### config.mk
export PLATFORM = sky130hd
export DESIGN_NAME = mod_counter
export DESIGN_NICKNAME = d
export VERILOG_FILES = /design/src/rtl/counter_pkg.sv /design/src/rtl/cnt_next.sv /design/src/rtl/mod_counter.sv
export SDC_FILE = /design/constraint.sdc
export NUM_CORES = 1
export LEC_CHECK = 0
export ABC_AREA = 1
export BUFFER_PORTS_ARGS = -buffer_cell sky130_fd_sc_hd__buf_2
export CORE_MARGIN = 3
export CORE_UTILIZATION = 35
export CTS_CLUSTER_SIZE = 30
export DETAILED_ROUTE_END_ITERATION = 8
export GPL_ROUTABILITY_DRIVEN = 0
export PLACE_DENSITY = 0.71
export SETUP_SLACK_MARGIN = 0.02
export SLEW_MARGIN = 20
export SYNTH_ARGS = -nofsm -noshare
export SYNTH_HDL_FRONTEND = slang
export SYNTH_SLANG_ARGS = --single-unit
### constraint.sdc
create_clock -name clk -period 1.8 [get_ports clk]
set_clock_uncertainty 0.15 [all_clocks]
set_input_delay 0.36 -clock clk [delete_from_list [all_inputs] [get_ports clk]]
set_output_delay 0.36 -clock clk [all_outputs]
set_load 0.005 [all_outputs]
### src/rtl/counter_pkg.sv
// Shared definitions for the mod_counter slice.
// Contents:
//   state_t      - one-shot FSM state (IDLE / RUN / DONE), 2-bit encoding
//   clamp_val    - limits a requested load value to MODULUS-1
//   terminal_val - terminal count for the current direction
// The helpers work on 32-bit unsigned values. Callers cast the result
// back to the counter width.
package counter_pkg;

  typedef enum logic [1:0] {
    IDLE = 2'd0,
    RUN  = 2'd1,
    DONE = 2'd2
  } state_t;

  // Out-of-range load requests saturate to the top of the count range
  // instead of wrapping, so a load can never produce an illegal count.
  function automatic int unsigned clamp_val(input int unsigned value,
                                            input int unsigned modulus);
    return (value >= modulus) ? (modulus - 1) : value;
  endfunction

  // Counting up stops/wraps at MODULUS-1, counting down at 0.
  function automatic int unsigned terminal_val(input logic up,
                                               input int unsigned modulus);
    return up ? (modulus - 1) : 32'd0;
  endfunction

endpackage

### src/rtl/cnt_next.sv
// Combinational next-count logic shared by the free-run and one-shot paths.
// Ports:
//   count       in   current count
//   up          in   direction, 1 = increment
//   nxt         out  count stepped once in the given direction, wrapped
//   at_term     out  count already sits on the terminal value (a step wraps)
//   nxt_is_term out  the stepped value lands on the terminal value
module cnt_next
  import counter_pkg::*;
#(
  parameter int WIDTH   = 8,
  parameter int MODULUS = 256
) (
  input  logic [WIDTH-1:0] count,
  input  logic             up,
  output logic [WIDTH-1:0] nxt,
  output logic             at_term,
  output logic             nxt_is_term
);

  localparam logic [WIDTH-1:0] MAX_VAL = WIDTH'(MODULUS - 1);
  localparam logic [WIDTH-1:0] ONE     = WIDTH'(1);

  logic [WIDTH-1:0] term;

  // The wrap is an explicit select on at_term. When MODULUS equals
  // 2**WIDTH the select agrees with plain overflow, so the same logic
  // covers both cases.
  always_comb begin
    term        = WIDTH'(terminal_val(up, MODULUS));
    at_term     = (count == term);
    nxt         = count;
    if (up) begin
      nxt = at_term ? '0 : (count + ONE);
    end else begin
      nxt = at_term ? MAX_VAL : (count - ONE);
    end
    nxt_is_term = (nxt == term);
  end

endmodule

### src/rtl/mod_counter.sv
// Parametrised modulo counter. Features:
//   - up/down counting
//   - synchronous clamped load
//   - enable gating
//   - one-shot mode controlled by a small FSM
// All outputs are registered.
// Optional build macro: COUNTER_CMP_EN adds a registered count==cmp_val
// compare on 'match'. Without the macro, match is tied low and cmp_val
// is ignored.
// Ports:
//   clk, rst_n          clock, asynchronous active-low reset
//   en, up              count enable, direction (1 = up)
//   oneshot, start      mode select (1 = one-shot), one-shot arm pulse
//   load, load_val      synchronous load strobe and value (clamped)
//   cmp_val             compare value (COUNTER_CMP_EN only)
//   count, tc           current count, terminal-count pulse
//   busy, match         one-shot run in progress, compare hit
module mod_counter
  import counter_pkg::*;
#(
  parameter int WIDTH     = 8,
  parameter int MODULUS   = 256,
  parameter int RESET_VAL = 0
) (
  input  logic             clk,
  input  logic             rst_n,
  input  logic             en,
  input  logic             up,
  input  logic             oneshot,
  input  logic             start,
  input  logic             load,
  input  logic [WIDTH-1:0] load_val,
  input  logic [WIDTH-1:0] cmp_val,
  output logic [WIDTH-1:0] count,
  output logic             tc,
  output logic             busy,
  output logic             match
);

  localparam logic [WIDTH-1:0] RESET_CNT = WIDTH'(RESET_VAL);
  localparam logic [WIDTH-1:0] MAX_VAL   = WIDTH'(MODULUS - 1);

  state_t           state_q, state_d;
  logic [WIDTH-1:0] count_q, count_d;
  logic             tc_q, tc_d;
  logic             busy_q, busy_d;

  logic [WIDTH-1:0] step_val;
  logic             at_term;
  logic             step_hits_term;

  cnt_next #(
    .WIDTH   (WIDTH),
    .MODULUS (MODULUS)
  ) u_cnt_next (
    .count       (count_q),
    .up          (up),
    .nxt         (step_val),
    .at_term     (at_term),
    .nxt_is_term (step_hits_term)
  );

  // Next-state logic. The priority order is load, then start, then en.
  // Clearing oneshot while in any state drops the FSM to IDLE, and the
  // counter carries on in free-run mode from its current value.
  // start is ignored in free-run mode.
  // busy_d and tc_d are computed for the cycle after the edge, so both
  // outputs line up with the count value they describe.
  always_comb begin
    state_d = state_q;
    count_d = count_q;
    tc_d    = 1'b0;
    busy_d  = busy_q;

    if (load) begin
      count_d = WIDTH'(clamp_val(32'(load_val), MODULUS));
      state_d = IDLE;
      busy_d  = 1'b0;
    end else if (!oneshot) begin
      state_d = IDLE;
      busy_d  = 1'b0;
      if (en) begin
        count_d = step_val;
        tc_d    = at_term;
      end
    end else begin
      case (state_q)
        IDLE, DONE: begin
          busy_d = 1'b0;
          if (start) begin
            count_d = up ? '0 : MAX_VAL;
            state_d = RUN;
            busy_d  = 1'b1;
          end
        end
        RUN: begin
          busy_d = 1'b1;
          if (en) begin
            // A direction change can leave the count already on the new
            // terminal value. In that case the run finishes without stepping,
            // so the count never wraps in one-shot mode.
            if (at_term) begin
              state_d = DONE;
              tc_d    = 1'b1;
              busy_d  = 1'b0;
            end else begin
              count_d = step_val;
              if (step_hits_term) begin
                state_d = DONE;
                tc_d    = 1'b1;
                busy_d  = 1'b0;
              end
            end
          end
        end
        default: begin
          state_d = IDLE;
          busy_d  = 1'b0;
        end
      endcase
    end
  end

  // State and output registers.
  always_ff @(posedge clk or negedge rst_n) begin
    if (!rst_n) begin
      state_q <= IDLE;
      count_q <= RESET_CNT;
      tc_q    <= 1'b0;
      busy_q  <= 1'b0;
    end else begin
      state_q <= state_d;
      count_q <= count_d;
      tc_q    <= tc_d;
      busy_q  <= busy_d;
    end
  end

  assign count = count_q;
  assign tc    = tc_q;
  assign busy  = busy_q;

`ifdef COUNTER_CMP_EN
  logic match_q, match_d;

  // The compare uses the next count, so match is high in the same cycle
  // the matching count is visible. It therefore tracks loads and holds.
  assign match_d = (count_d == cmp_val);

  always_ff @(posedge clk or negedge rst_n) begin
    if (!rst_n) begin
      match_q <= 1'b0;
    end else begin
      match_q <= match_d;
    end
  end

  assign match = match_q;
`else
  logic unused_cmp;

  assign unused_cmp = ^cmp_val;
  assign match      = 1'b0;
`endif

endmodule

; ---- Word-level counts from Yosys, hierarchy flattened
; Index checks and enable logic that the tools add are counted.
[totals]
mem_bits_ro = 0
out_inout_bits = 11
wordCells = 54
memories = 0
ram_bits = 0
input_bits = 23
latch_bits = 0
regBits = 12
[op_classes]
order_cmp = 0
add_sub_neg = 2
bitwise_logic = 0
mul = 0
muxes = 33
shifts = 0
reduce_logical = 5
n_div = 0
eq_ne = 10
[op_table]
columns = cell, n
row1 = two-way mux 8 bit, 11
row2 = equality test 8 bit, 2
row3 = one-hot mux 8 bit (2 select lines), 1
row4 = two-way mux 1 bit, 13
row5 = two-way mux 2 bit, 6
row6 = != test 4 bit (second input constant), 3
row7 = adder 8 x 1 -> 8 bit (second input constant), 1
row8 = subtractor 8 x 1 -> 8 bit (second input constant), 1
row9 = != test 5 bit (second input constant), 1
row10 = AND reduction 5 bit, 1
row11 = != test 4 x 1 -> 1 bit (second input constant), 1
row12 = one-hot mux 2 bit (2 select lines), 1
row13 = != test 3 bit (second input constant), 1
row14 = AND reduction 3 bit, 1
row15 = nonzero test 3 bit, 1
row16 = equality test 2 x 1 -> 1 bit (second input constant), 1
row17 = equality test 2 bit (second input constant), 1
row18 = logical NOT 2 bit, 1
row19 = one-hot mux 1 bit (2 select lines), 1
row20 = OR reduction 2 bit, 1

; ---- Longest topological paths before layout
[logic_depth]
depth_word = 11
ltp_mapped = 14
ltp_nobuf = 13

; ---- Hierarchy
; From an unflattened synthesis, not the netlist that was laid out.
[unflattened]
cells_unflattened = 228
area_unflattened_um2 = 1340.0
[modules_own_cells]
columns = mod, seq_area_each_um2, area_each_um2, instances, cells_per_inst
row1 = mod_counter, 300.3, 768.2, 1, 111
row2 = cnt_next, 0.0, 571.8, 1, 117

; ---- Least setup slack after synthesis
; No wires, ideal clock.
[synth_timing]
kind = reg2reg
startpoint = reg count_q[0] (netlist: count[0])
endpoint = reg state_q[1]
t_required_ps = 1532
period_less_slack_ps = 1843
path_buffers = 0
stages_incl_launch_ff = 11
t_arrival_ps = 1575
setup_time_ps = 118
setup_slack_ps = -43
cell_sequence = dfrtp_1 -> inv_2 -> ha_1 -> inv_1 -> or2_1 -> nor3_2 -> nand3_1 -> nand2_2 -> nand2_2 -> nand3_1 -> nand2_1
[synth_via]
elab_chain_cells = 6
word_cells_on_any_way = 14
cone_classes = add/sub (2) / eq/ne (3) / mux (8) / reduce/logical (1)
[synth_lines]
columns = element, line_no
row1 = "start, declared", mod_counter.sv:44  ; logic [WIDTH-1:0] count_q, count_d;
row2 = "start signal, assigned", mod_counter.sv:133  ; count_q <= count_d;
row3 = subtractor 8 x 1 -> 8 bit (tied with other cells), cnt_next.sv:36  ; nxt = at_term ? MAX_VAL : (count - ONE);
row4 = two-way mux 8 bit (tied with other cells), cnt_next.sv:36
row5 = two-way mux 8 bit / two-way mux 2 bit (equally long branches), "cnt_next.sv:33, mod_counter.sv:98"
row6 = equality test 8 bit / one-hot mux 2 bit (2 select lines) (equally long branches), "cnt_next.sv:38, mod_counter.sv:87"
row7 = != test 5 bit (no line) / two-way mux 2 bit (equally long branches), n/a
row8 = AND reduction 3 bit (no line) / two-way mux 2 bit (equally long branches), n/a
row9 = "end signal, assigned", mod_counter.sv:132  ; state_q <= state_d;
row10 = "end, declared", mod_counter.sv:43  ; state_t state_q, state_d;
; Parallel ways exist; a longest one is shown, timed or not. The select of a mux whose other input is x is not followed.
; A chain may end at the register's enable or synchronous reset.

; ---- Worst setup path after layout
; Ends and elaborated chain as after synthesis.

==> results.md <==
- Final setup viols: 12
- Total Routing Usage GR: 18.0%
- Post-synth net total: 205
- DP HPWL: 2.67 mm
- Pre-antenna DRT Iters: 5
- Area leader, netlist: dfrtp_1
- Most common cell type on the critical path: nand3_1
- Gate Count Post-Synth: 180
- Number of fill cells: 325
- Num Clock Sinks: 12
- Commonest non-fill, non-tap cell in the layout: buf_4
- Tmin final: 1950 ps
- CP required: 1820 ps
- Row count: 20
- Crit path cell chain: inv_4 > ha_4 > nand2_4 > inv_1 > nand3_1 > nand3_2 > o211ai_1 > nor2_1 > nand3_1 > nand2_2 > nand2_2 > nand3_1 > nand2_1
- Antenna diodes: 0
- Ports: 34
- RSZ-0062 raised after global routing: yes
- Largest cells by area after synthesis: dfrtp_1 25%, nand2_1 7.7%, nor2_1 7.4%
- LEAKAGE: 0.873 nW
- Setup crit end kind: flip-flop
- Number of remaining DRC errors: 0
- Worst-path maximum fanout: 5
- Max incr delay on CP: 490 ps
- Area grow syn2layout: 44.8%
- VDD IR-drop max: 0.318 mV
- GRT Residual Overflow: 0
- Initial DRC Count: 77
- Distinct cells, synth: 32
- CTS Buf Count: 3
- Final Non-Filler Cells: 282
- Status: finished with violations
- Pins over their slew limit: 0
- Die width: 65.0 um
- Largest net degree at the start of global routing: 13
- Setup ws final: -151 ps
- Port Buffers: 24
- CTS tree: built
- Hold Violations, Final: 0
- F_max: 513 MHz
- Routed wire per std cell: 12.6 um
- Crit start category: flip-flop
- Initial core utilization: 38.4%
- Crit share post-route: 108%
- Clk_lat worst skew: 280 ps
- Final-stage net count: 264
- Post-synth top area share: 24.6%
- Placed cell count: 274
- Die footprint: 4230 um^2
- Most frequent cells in the layout: 32 x buf_4, 24 x buf_2, 23 x nand2_1, 21 x inv_1, 21 x nor2_1
- Mean post-synth cell area: 6.78 um^2
- Initial antenna violation count: 0
- CTS max path bufs: 2
- Root Buffer: clkbuf_4
- Max H-tree Level: 1
- Detailed Route WL: 3.56 mm
- Seq/Total Area, Yosys: 24.6%
- Seq cells post-synth: 12
- Yosys warning count: 0
- First-pass GRT wire length: 6.03 mm
- Failing checks: setup timing
- Data arrival, critical path: 1970 ps
- Final Util: 55.6%
- Antenna-violating nets left: 0
- Vias in the first global route: 1372
- Setup CP Type: flip-flop to flip-flop
- Proportion of layout cells with a drive suffix above 1: 45.4%
- Hold WC Path Type: input pin to flip-flop
- Clk pin slew, worst setup/hold paths: 90 ps
- Max-capacitance violation count: 0
- Mapped cell area: 1220 um^2
- DIE HEIGHT: 65.0 um
- Vias/cell: 4.89
- Core ar.: 3180 um^2
- Vias after detailed routing: 1379
- CP max stage cell: dfrtp_2
- Pwr Density: 683 nW/um^2
[what timing repair did]
| action | 4_1_cts | 5_1_grt |
|---|---|---|
| gates resized for setup | 16 | 5 |
| hold endpoints to repair | 12 | 0 |
| setup endpoints to repair | 12 | 12 |
| pin swaps | 10 | 6 |
| setup buffers | 3 | 0 |
| hold buffers | 1 | 0 |
[final cells by class]
class                      instances  area, um^2  area share [%]
inverter                          27         106            6.02
sequential                        12         305            17.3
tap                               44        55.1            3.12
multi-input combinational        135         851            48.2
clock buffer                       4        36.3            2.05
timing repair buffer              60         413            23.4
[Yosys cell counts, drive strengths merged]
library cell / count
or2: 1
xnor2: 1
a21oi: 10
o21ai: 24
xor2: 3
clkinv: 1
buf: 6
nand2: 30
nand3: 20
ha: 2
conb: 1
nor3: 3
inv: 26
o211ai: 3
a31oi: 2
a22oi: 5
dfrtp: 12
nand4: 4
nor2: 26
[logic make-up after synthesis]
group	after synthesis	synth area share [%]
other	1	0.307
adders and majority gates	2	2.05
and+or+nand+nor	84	33.6
buffers and inverters	33	12.2
xor gates and xnor gates	4	2.87
AOI/OAI and AO/OA	44	24.3
DFF	12	24.6
[metal layers]
layer  GRT usage, %  vias to the layer above  part of all wire [%]
li1               -                      717                     -
met5              0                        -                     0
met3           1.91                        2                   3.7
met2           31.2                       36                    49
met1           23.4                      624                    47
met4           5.70                        0                  0.51
[worst max-delay path: cells and delay by family, from the launching register on]
family / cells / cell delay, ps
compound gates: 1 / 90
flops: 1 / 490
buf+inv: 2 / 170
simple gates: 9 / 780
fa+ha+maj: 1 / 160
[where the power goes]
| part | leakage, nW | switching [mW] | total, mW | internal, mW |
|---|---|---|---|---|
| logic | 0.709 | 0.320 | 0.618 | 0.298 |
| registers | 0.144 | 0.0596 | 0.363 | 0.303 |
| clock network | 0.0210 | 0.103 | 0.226 | 0.123 |
| total | 0.873 | 0.482 | 1.21 | 0.724 |
[registers in the layout (all words and copies together), names as in the netlist]
register and count:
busy 1, count 8, state_q 2, tc 1
[through the flow]
stage	cell area, um^2	total power, mW	TNS, ps	hold WS (ps)	setup slack, ps
2_1_floorplan	1230	0.677	0	-85.6	21.6
3_3_place_gp	1620	0.907	-354	111	-67.2
3_5_place_dp	1620	0.918	-600	115	-99.3
4_1_cts	1750	1.19	-476	167	-85.6
5_1_grt	1770	1.30	-2450	198	-330
6_report	1770	1.21	-960	169	-151
[path summary, 6_finish.rpt]
path | to | startpoint | cells after the start | slack (ps)
max reg2reg | state_q[1] | count[0] | 13 | -150
max | state_q[1] | count[0] | 13 | -150
min in group asynchronous | count[1] | rst_n | 2 | 350
min | state_q[0] | start | 3 | 170
min reg2reg | state_q[1] | state_q[1] | 2 | 440
max in group asynchronous | count[3] | rst_n | 2 | 900
Power figures use the tool's default switching activity.
